[src/rtl/julia_pkg.sv]
// Shared types and constants for the Julia pixel scheduler.
package julia_pkg;

  localparam int unsigned Q_FRAC = 16;
  localparam int unsigned FIX_W  = 32;

  // Signed Q16.16 fixed-point value
  typedef logic signed [FIX_W-1:0] fixed_t;

  // Roughly 3.0 / 640: spans a 3-unit wide window across a 640-pixel row
  localparam fixed_t DEFAULT_STEP = 32'sh0000_0133;

  // Per-pixel sequencer states
  typedef enum logic [2:0] {
    S_IDLE    = 3'd0,
    S_ISSUE   = 3'd1,
    S_ARM     = 3'd2,
    S_WAIT    = 3'd3,
    S_WRITE   = 3'd4,
    S_ADVANCE = 3'd5,
    S_DONE    = 3'd6
  } state_t;

endpackage

[src/rtl/julia_coord_gen.sv]
// Raster walker: col/row/linear-address counters and Q16.16 coordinate stepping.
module julia_coord_gen
  import julia_pkg::*;
#(
  parameter int unsigned H_RES  = 640,
  parameter int unsigned V_RES  = 480,
  parameter int unsigned ADDR_W = 19
) (
  input  logic              i_clk,
  input  logic              i_rst,
  input  logic              i_load,
  input  logic              i_advance,
  input  fixed_t            i_x_origin,
  input  fixed_t            i_y_origin,
  input  fixed_t            i_step,
  output fixed_t            o_z_real,
  output fixed_t            o_z_imag,
  output logic [ADDR_W-1:0] o_addr,
  output logic              o_last_col_c,
  output logic              o_last_pixel_c
);

  localparam int unsigned COL_W = (H_RES > 1) ? $clog2(H_RES) : 1;
  localparam int unsigned ROW_W = (V_RES > 1) ? $clog2(V_RES) : 1;

  logic [COL_W-1:0]  r_col;
  logic [ROW_W-1:0]  r_row;
  logic [ADDR_W-1:0] r_addr;
  fixed_t            r_z_real;
  fixed_t            r_z_imag;
  fixed_t            r_x_origin;
  fixed_t            r_step;
  logic              w_last_row;

  assign o_last_col_c   = (r_col == COL_W'(H_RES - 1));
  assign w_last_row     = (r_row == ROW_W'(V_RES - 1));
  assign o_last_pixel_c = o_last_col_c && w_last_row;

  // Load frame origin, then step right along a row; wrap to next row going down (imag decreases)
  always_ff @(posedge i_clk) begin
    if (i_rst) begin
      r_col      <= '0;
      r_row      <= '0;
      r_addr     <= '0;
      r_z_real   <= '0;
      r_z_imag   <= '0;
      r_x_origin <= '0;
      r_step     <= '0;
    end else if (i_load) begin
      r_col      <= '0;
      r_row      <= '0;
      r_addr     <= '0;
      r_z_real   <= i_x_origin;
      r_z_imag   <= i_y_origin;
      r_x_origin <= i_x_origin;
      r_step     <= i_step;
    end else if (i_advance) begin
      if (!o_last_col_c) begin
        r_col    <= r_col + COL_W'(1);
        r_addr   <= r_addr + ADDR_W'(1);
        r_z_real <= r_z_real + r_step;
      end else if (!w_last_row) begin
        r_col    <= '0;
        r_row    <= r_row + ROW_W'(1);
        r_addr   <= r_addr + ADDR_W'(1);
        r_z_real <= r_x_origin;
        r_z_imag <= r_z_imag - r_step;
      end
    end
  end

  assign o_z_real = r_z_real;
  assign o_z_imag = r_z_imag;
  assign o_addr   = r_addr;

endmodule

[src/rtl/julia_pixel_scheduler.sv]
// Frame sequencer: issues one engine start per pixel in raster order and writes
// the captured escape intensity to the frame buffer.
// Optional macro JULIA_SCHED_PERF_EN adds the frame_cycles busy-cycle counter output.
module julia_pixel_scheduler
  import julia_pkg::*;
#(
  parameter int unsigned H_RES   = 640,
  parameter int unsigned V_RES   = 480,
  parameter int unsigned ADDR_W  = 19,
  parameter int unsigned TIMEOUT = 128
) (
  input  logic              CLK,
  input  logic              RESET,
  input  logic              frame_start,
  input  logic [31:0]       x_origin,
  input  logic [31:0]       y_origin,
  input  logic [31:0]       step,
  input  logic [31:0]       c_real_in,
  input  logic [31:0]       c_imag_in,
  input  logic              calc_done,
  input  logic [7:0]        calc_intensity,
  output logic              calc_start,
  output logic [31:0]       z_real,
  output logic [31:0]       z_imag,
  output logic [31:0]       real_var,
  output logic [31:0]       imag_var,
  output logic              wr_en,
  output logic [ADDR_W-1:0] wr_addr,
  output logic [7:0]        wr_data,
  output logic              busy,
  output logic              frame_done,
  output logic              timeout_err
`ifdef JULIA_SCHED_PERF_EN
  ,
  output logic [31:0]       frame_cycles
`endif
);

  localparam int unsigned TMO_W = $clog2(TIMEOUT) + 1;

  state_t            r_state;
  state_t            w_next_state;
  logic              w_load;
  logic              w_advance;
  logic              w_timeout;
  logic              w_tmo_hit;
  logic              w_last_col;
  logic              w_last_pixel;
  logic [TMO_W-1:0]  r_tmo;
  logic [7:0]        r_cap;
  logic [31:0]       r_real_var;
  logic [31:0]       r_imag_var;
  logic              r_calc_start;
  logic              r_wr_en;
  logic              r_frame_done;
  logic              r_busy;
  logic              r_timeout_err;
  fixed_t            w_z_real;
  fixed_t            w_z_imag;
  logic [ADDR_W-1:0] w_addr;

  // Last cycle of the shared ARM+WAIT budget
  assign w_tmo_hit = (r_tmo == TMO_W'(TIMEOUT - 1));

  julia_coord_gen #(
    .H_RES  (H_RES),
    .V_RES  (V_RES),
    .ADDR_W (ADDR_W)
  ) u_coord (
    .i_clk          (CLK),
    .i_rst          (RESET),
    .i_load         (w_load),
    .i_advance      (w_advance),
    .i_x_origin     (x_origin),
    .i_y_origin     (y_origin),
    .i_step         (step),
    .o_z_real       (w_z_real),
    .o_z_imag       (w_z_imag),
    .o_addr         (w_addr),
    .o_last_col_c   (w_last_col),
    .o_last_pixel_c (w_last_pixel)
  );

  // State register
  always_ff @(posedge CLK) begin
    if (RESET) r_state <= S_IDLE;
    else       r_state <= w_next_state;
  end

  // Next-state and control strobes
  always_comb begin
    w_next_state = r_state;
    w_load       = 1'b0;
    w_advance    = 1'b0;
    w_timeout    = 1'b0;
    case (r_state)
      S_IDLE: begin
        if (frame_start) begin
          w_load       = 1'b1;
          w_next_state = S_ISSUE;
        end
      end
      S_ISSUE: w_next_state = S_ARM;
      S_ARM: begin
        if (!calc_done) begin
          w_next_state = S_WAIT;
        end else if (w_tmo_hit) begin
          w_timeout    = 1'b1;
          w_next_state = S_WRITE;
        end
      end
      S_WAIT: begin
        if (calc_done) begin
          w_next_state = S_WRITE;
        end else if (w_tmo_hit) begin
          w_timeout    = 1'b1;
          w_next_state = S_WRITE;
        end
      end
      S_WRITE: w_next_state = S_ADVANCE;
      S_ADVANCE: begin
        w_advance = 1'b1;
        if (!w_last_col || !w_last_pixel) w_next_state = S_ISSUE;
        else                              w_next_state = S_DONE;
      end
      S_DONE:  w_next_state = S_IDLE;
      default: w_next_state = S_IDLE;
    endcase
  end

  // Registered strobes decoded from the state being entered, so they align with it
  always_ff @(posedge CLK) begin
    if (RESET) begin
      r_calc_start <= 1'b0;
      r_wr_en      <= 1'b0;
      r_frame_done <= 1'b0;
      r_busy       <= 1'b0;
    end else begin
      r_calc_start <= (w_next_state == S_ISSUE);
      r_wr_en      <= (w_next_state == S_WRITE);
      r_frame_done <= (w_next_state == S_DONE);
      r_busy       <= (w_next_state != S_IDLE);
    end
  end

  // Constant latch, timeout counter, first-nonzero intensity capture, sticky error
  always_ff @(posedge CLK) begin
    if (RESET) begin
      r_real_var    <= '0;
      r_imag_var    <= '0;
      r_tmo         <= '0;
      r_cap         <= '0;
      r_timeout_err <= 1'b0;
    end else begin
      if (w_load) begin
        r_real_var    <= c_real_in;
        r_imag_var    <= c_imag_in;
        r_timeout_err <= 1'b0;
      end
      if (r_state == S_ISSUE) begin
        r_cap <= '0;
        r_tmo <= '0;
      end else if ((r_state == S_ARM || r_state == S_WAIT) && !w_tmo_hit) begin
        r_tmo <= r_tmo + TMO_W'(1);
      end
      if (r_state == S_WAIT && r_cap == 8'd0 && calc_intensity != 8'd0) begin
        r_cap <= calc_intensity;
      end
      if (w_timeout) begin
        r_cap         <= '0;
        r_timeout_err <= 1'b1;
      end
    end
  end

`ifdef JULIA_SCHED_PERF_EN
  logic [31:0] r_frame_cycles;

  // Busy-cycle counter: cleared on frame acceptance, frozen once idle
  always_ff @(posedge CLK) begin
    if (RESET)       r_frame_cycles <= '0;
    else if (w_load) r_frame_cycles <= '0;
    else if (r_busy) r_frame_cycles <= r_frame_cycles + 32'd1;
  end

  assign frame_cycles = r_frame_cycles;
`endif

  assign calc_start  = r_calc_start;
  assign z_real      = w_z_real;
  assign z_imag      = w_z_imag;
  assign real_var    = r_real_var;
  assign imag_var    = r_imag_var;
  assign wr_en       = r_wr_en;
  assign wr_addr     = w_addr;
  assign wr_data     = r_cap;
  assign busy        = r_busy;
  assign frame_done  = r_frame_done;
  assign timeout_err = r_timeout_err;

endmodule

[config.mk]
export PLATFORM = sky130hd
export DESIGN_NAME = julia_pixel_scheduler
export DESIGN_NICKNAME = d
export VERILOG_FILES = /design/src/rtl/julia_pkg.sv /design/src/rtl/julia_coord_gen.sv /design/src/rtl/julia_pixel_scheduler.sv
export SDC_FILE = /design/constraint.sdc
export NUM_CORES = 1
export LEC_CHECK = 0
export CORE_MARGIN = 2
export CORE_UTILIZATION = 45
export CTS_BUF_LIST = sky130_fd_sc_hd__clkbuf_2 sky130_fd_sc_hd__clkbuf_4 sky130_fd_sc_hd__clkbuf_8
export CTS_CLUSTER_SIZE = 24
export DETAILED_ROUTE_END_ITERATION = 12
export PLACE_DENSITY = 0.75
export SKIP_CTS_REPAIR_TIMING = 1
export SYNTH_ARGS = -nofsm -noshare
export SYNTH_HDL_FRONTEND = slang
export SYNTH_SLANG_ARGS = --single-unit
[constraint.sdc]
create_clock -name CLK -period 3.6 [get_ports CLK]
set_input_delay 0.72 -clock CLK [delete_from_list [all_inputs] [get_ports CLK]]
set_output_delay 0.72 -clock CLK [all_outputs]
set_load 0.1 [all_outputs]
==> results.cfg <==
[run_status]
status = finished, final reports clean

[synthesis]
synth_top_area_share_pct = 37.9
syn_area_um2 = 13400
syn-mean-instance-area_um2 = 7.74
synth_flop_cell = dfxtp_1
synth_area_leaders = dfxtp_1, nand2_1, a21oi_1, ha_1, nor2_1
synth_edf_count = 0
netlist.top_cell.by_area = dfxtp_1
synth_seq_area_share_pct = 37.9
synth.ff_latch_count = 254
synthArstFlopShare_pct = 0
ys_types = 82
syn_nets = 1973
syn_inst = 1733
yosys_warnings = 0

[worst_setup_path]
critPathKind = register to register
ff2ff_path_depth = 9
cp.arrival_ns = 3.42
crit_fanout = 5
cp_slowest_cell = a221oi_2
crit_path_max_incr_delay_ns = 0.47
critPathRequiredTime_ns = 4.03
worst_setup_path_start_kind = register
worstReg2RegStart = u_coord.r_step[5]
crit_start = u_coord.r_step[5]
crit_path_cell_trace = inv_1, ha_1, a21o_1, a211oi_1, a21boi_0, o211ai_1, a221oi_2, xor2_1, a2111oi_0
r2r_slack_ns = 0.61
r2r-end = u_coord.o_z_imag[26]
end_kind = register

[route]
drt_iter0_markers = 688
post-route-drc-count = 0
antenna_left = 0
vias = 13500
avgViaCountPerCell = 5.51
wire_per_inst_um = 17.1
drt_wl_total_um = 42000
drtPass1Iterations = 5

[clocking]
clock_latency_ns = 0.56
cts_inserted_buffers = 45
cts_root_buffer = clkbuf_8
cts_buffer_depth = 3
htreeDepth = 2
clk_pin_slew_worst_paths_ns = 0.06
cts_num_sinks = 254
cts_tree = done

[sta]
period_minus_slack_ns = 2.99
clock_skew_ns = 0.0166
max_freq_ghz = 0.335
worst_slew_margin_rel_pct = 32.5
slew_viol_final = 0
finalCritPeriodShare_pct = 82.9
setup_ws_ns = 0.614
setup_viol = 0
worst_pin_slew_ns = 1.01
hold_violations = 0
finalSetupTns_ns = 0
rsz0062_at_grt = false

[min_path]
worstHoldPathCells = 2
min_to = imag_var[30]
min-delay-path-class = register to register
min_from = imag_var[30]

[placed_design]
portBuffers = 331
hpwlAfterDp_um = 30600
dp_slack_ns = 0.662
gp_congestion = 0.904

[finish]
area_delta_synth_final_pct = 33.5
layout-drive-gt1-share_pct = 8.23
nets = 2269
diodes = 0
n_fill_cell = 2684

[pwr]
ir_drop_mv = 0.344
p_total_uw = 9990
power.density_nw_per_um2 = 558
cellLeakagePower_uw = 0.00698

[global_routing]
grt_pass1_wl_um = 65900
antenna_found_initial = 0
grt_pass1_vias = 13000
grt_remaining_overflow = 0
grt_start_max_net_pins = 151
grt_util_all_layers_pct = 26.1

[floorplanning]
dieWidth_um = 177
die_area_um2 = 31200
start_util_pct = 45.5
core_area_um2 = 29500
ioPinCount = 332
fp.dieH_um = 177
std_cell_rows = 63

[run]
maxCapViolations = 0
## kinds of logic after synthesis
kind of cell,count (synthesis),share of synthesized area [%]
mux,5,0.373
buf+inv,147,4.26
fa+ha+maj,69,6.53
xor+xnor,81,5.29
flops,254,37.9
simple gates,697,22.6
compound gates,480,23.0
## cell type report
| type | instances | area [um^2] | area share [%] |
|---|---|---|---|
| inverter | 46 | 173 | 0.965 |
| clock inverter | 9 | 48.8 | 0.273 |
| sequential | 254 | 5080 | 28.4 |
| clock buffer | 74 | 931 | 5.20 |
| tap | 390 | 488 | 2.73 |
| timing repair buffer | 350 | 3400 | 19.0 |
| multi-input combinational | 1332 | 7760 | 43.4 |
## metrics by stage
| step | util [%] | area, um^2 | hold slack (ns) | cells |
|---|---|---|---|---|
| 2_1_floorplan | - | 13400 | 0.433 | 1733 |
| 3_3_place_gp | 57.4 | 16900 | 0.441 | 2372 |
| 3_5_place_dp | 57.4 | 16900 | 0.446 | 2372 |
| 4_1_cts | 60.7 | 17900 | 0.454 | 2455 |
| 5_1_grt | 60.7 | 17900 | 0.467 | 2455 |
| 6_report | 60.7 | 17900 | 0.451 | 2455 |
## worst max path at each step
stage,endpoint,slack (ns),depth (start not counted)
after global routing,u_coord.o_z_real[30],0.38,10
after floorplan,u_coord.o_z_imag[26],0.39,10
final,u_coord.o_z_imag[26],0.61,9
after CTS,u_coord.o_z_imag[26],0.64,9
after global placement,u_coord.o_z_imag[26],0.73,9
after detailed placement,u_coord.o_z_imag[26],0.66,9
## layer usage
layer	share of wire, %	vias up	GRT usage [%]	routed length [um]
met5	0	-	0	0
met4	3.8	0	10.4	1610
met3	6.7	96	6.35	2800
met2	49	448	45.8	20600
met1	40	6314	30.5	17000
li1	-	6662	-	-
## synthesized netlist by cell type (9+ instances only)
cell      number
a311oi_1      17
a21oi_1      217
a21o_1        21
nor3_1        16
or3_1         12
clkbuf_1      79
xnor2_1       36
o21a_1        10
nand2b_1      12
o211ai_1      16
nand2_1      390
a211oi_1      23
nand3_1       41
ha_1          66
a31oi_1        9
nor2_1       144
buf_2         15
xor2_1        45
and3_1        21
dfxtp_1      254
a22oi_1       10
o21ai_0       74
nand4_1       16
inv_1         46
## layout by cell type (no fill, tap or decap), types with 5 or more instances in the layout
cell / count
nor2b_1: 8
a21o_1: 21
inv_1: 46
a311oi_1: 17
nor2_1: 144
or3_1: 12
clkbuf_8: 60
and4_1: 7
and2_1: 6
a31oi_1: 9
o22ai_1: 7
clkinv_2: 8
a211oi_1: 23
nor3_1: 16
xor2_1: 45
nand3_1: 41
xnor2_1: 36
dfxtp_1: 254
clkbuf_4: 14
o221ai_1: 6
mux2i_1: 5
o21bai_1: 6
a21oi_1: 217
nor4_1: 7
and3_1: 21
nand2b_1: 12
o21a_1: 10
ha_1: 66
a221oi_1: 5
buf_4: 54
nand4_1: 16
o21ai_0: 74
o211ai_1: 16
a22oi_1: 10
clkdlybuf4s50_1: 292
nand2_1: 390
## critical path: cells and delay by family, from the launching register on
kind | cells | cell delay, ns
xor+xnor | 1 | 0.12
buf+inv | 1 | 0.06
compound gates | 6 | 2.02
flops | 1 | 0.35
fa+ha+maj | 1 | 0.33
## power breakdown
group,total (uW),switching (uW),internal (uW)
Clock,2850,1220,1640
Sequential,3290,227,3060
Combinational,3850,2640,1210
Total,9990,4080,5910
## sequential cells by signal, summed over array words and instances, names as in the netlist
name                count
timeout_err             1
u_coord.r_col          10
u_coord.r_x_origin     32
wr_en                   1
u_coord.r_step         32
real_var               32
r_tmo                   8
u_coord.o_z_real       32
frame_done              1
r_state                 3
calc_start              1
busy                    1
u_coord.o_z_imag       32
imag_var               32
u_coord.o_addr         19
wr_data                 8
u_coord.r_row           9
Note: power is estimated with default switching activity, not from simulation.
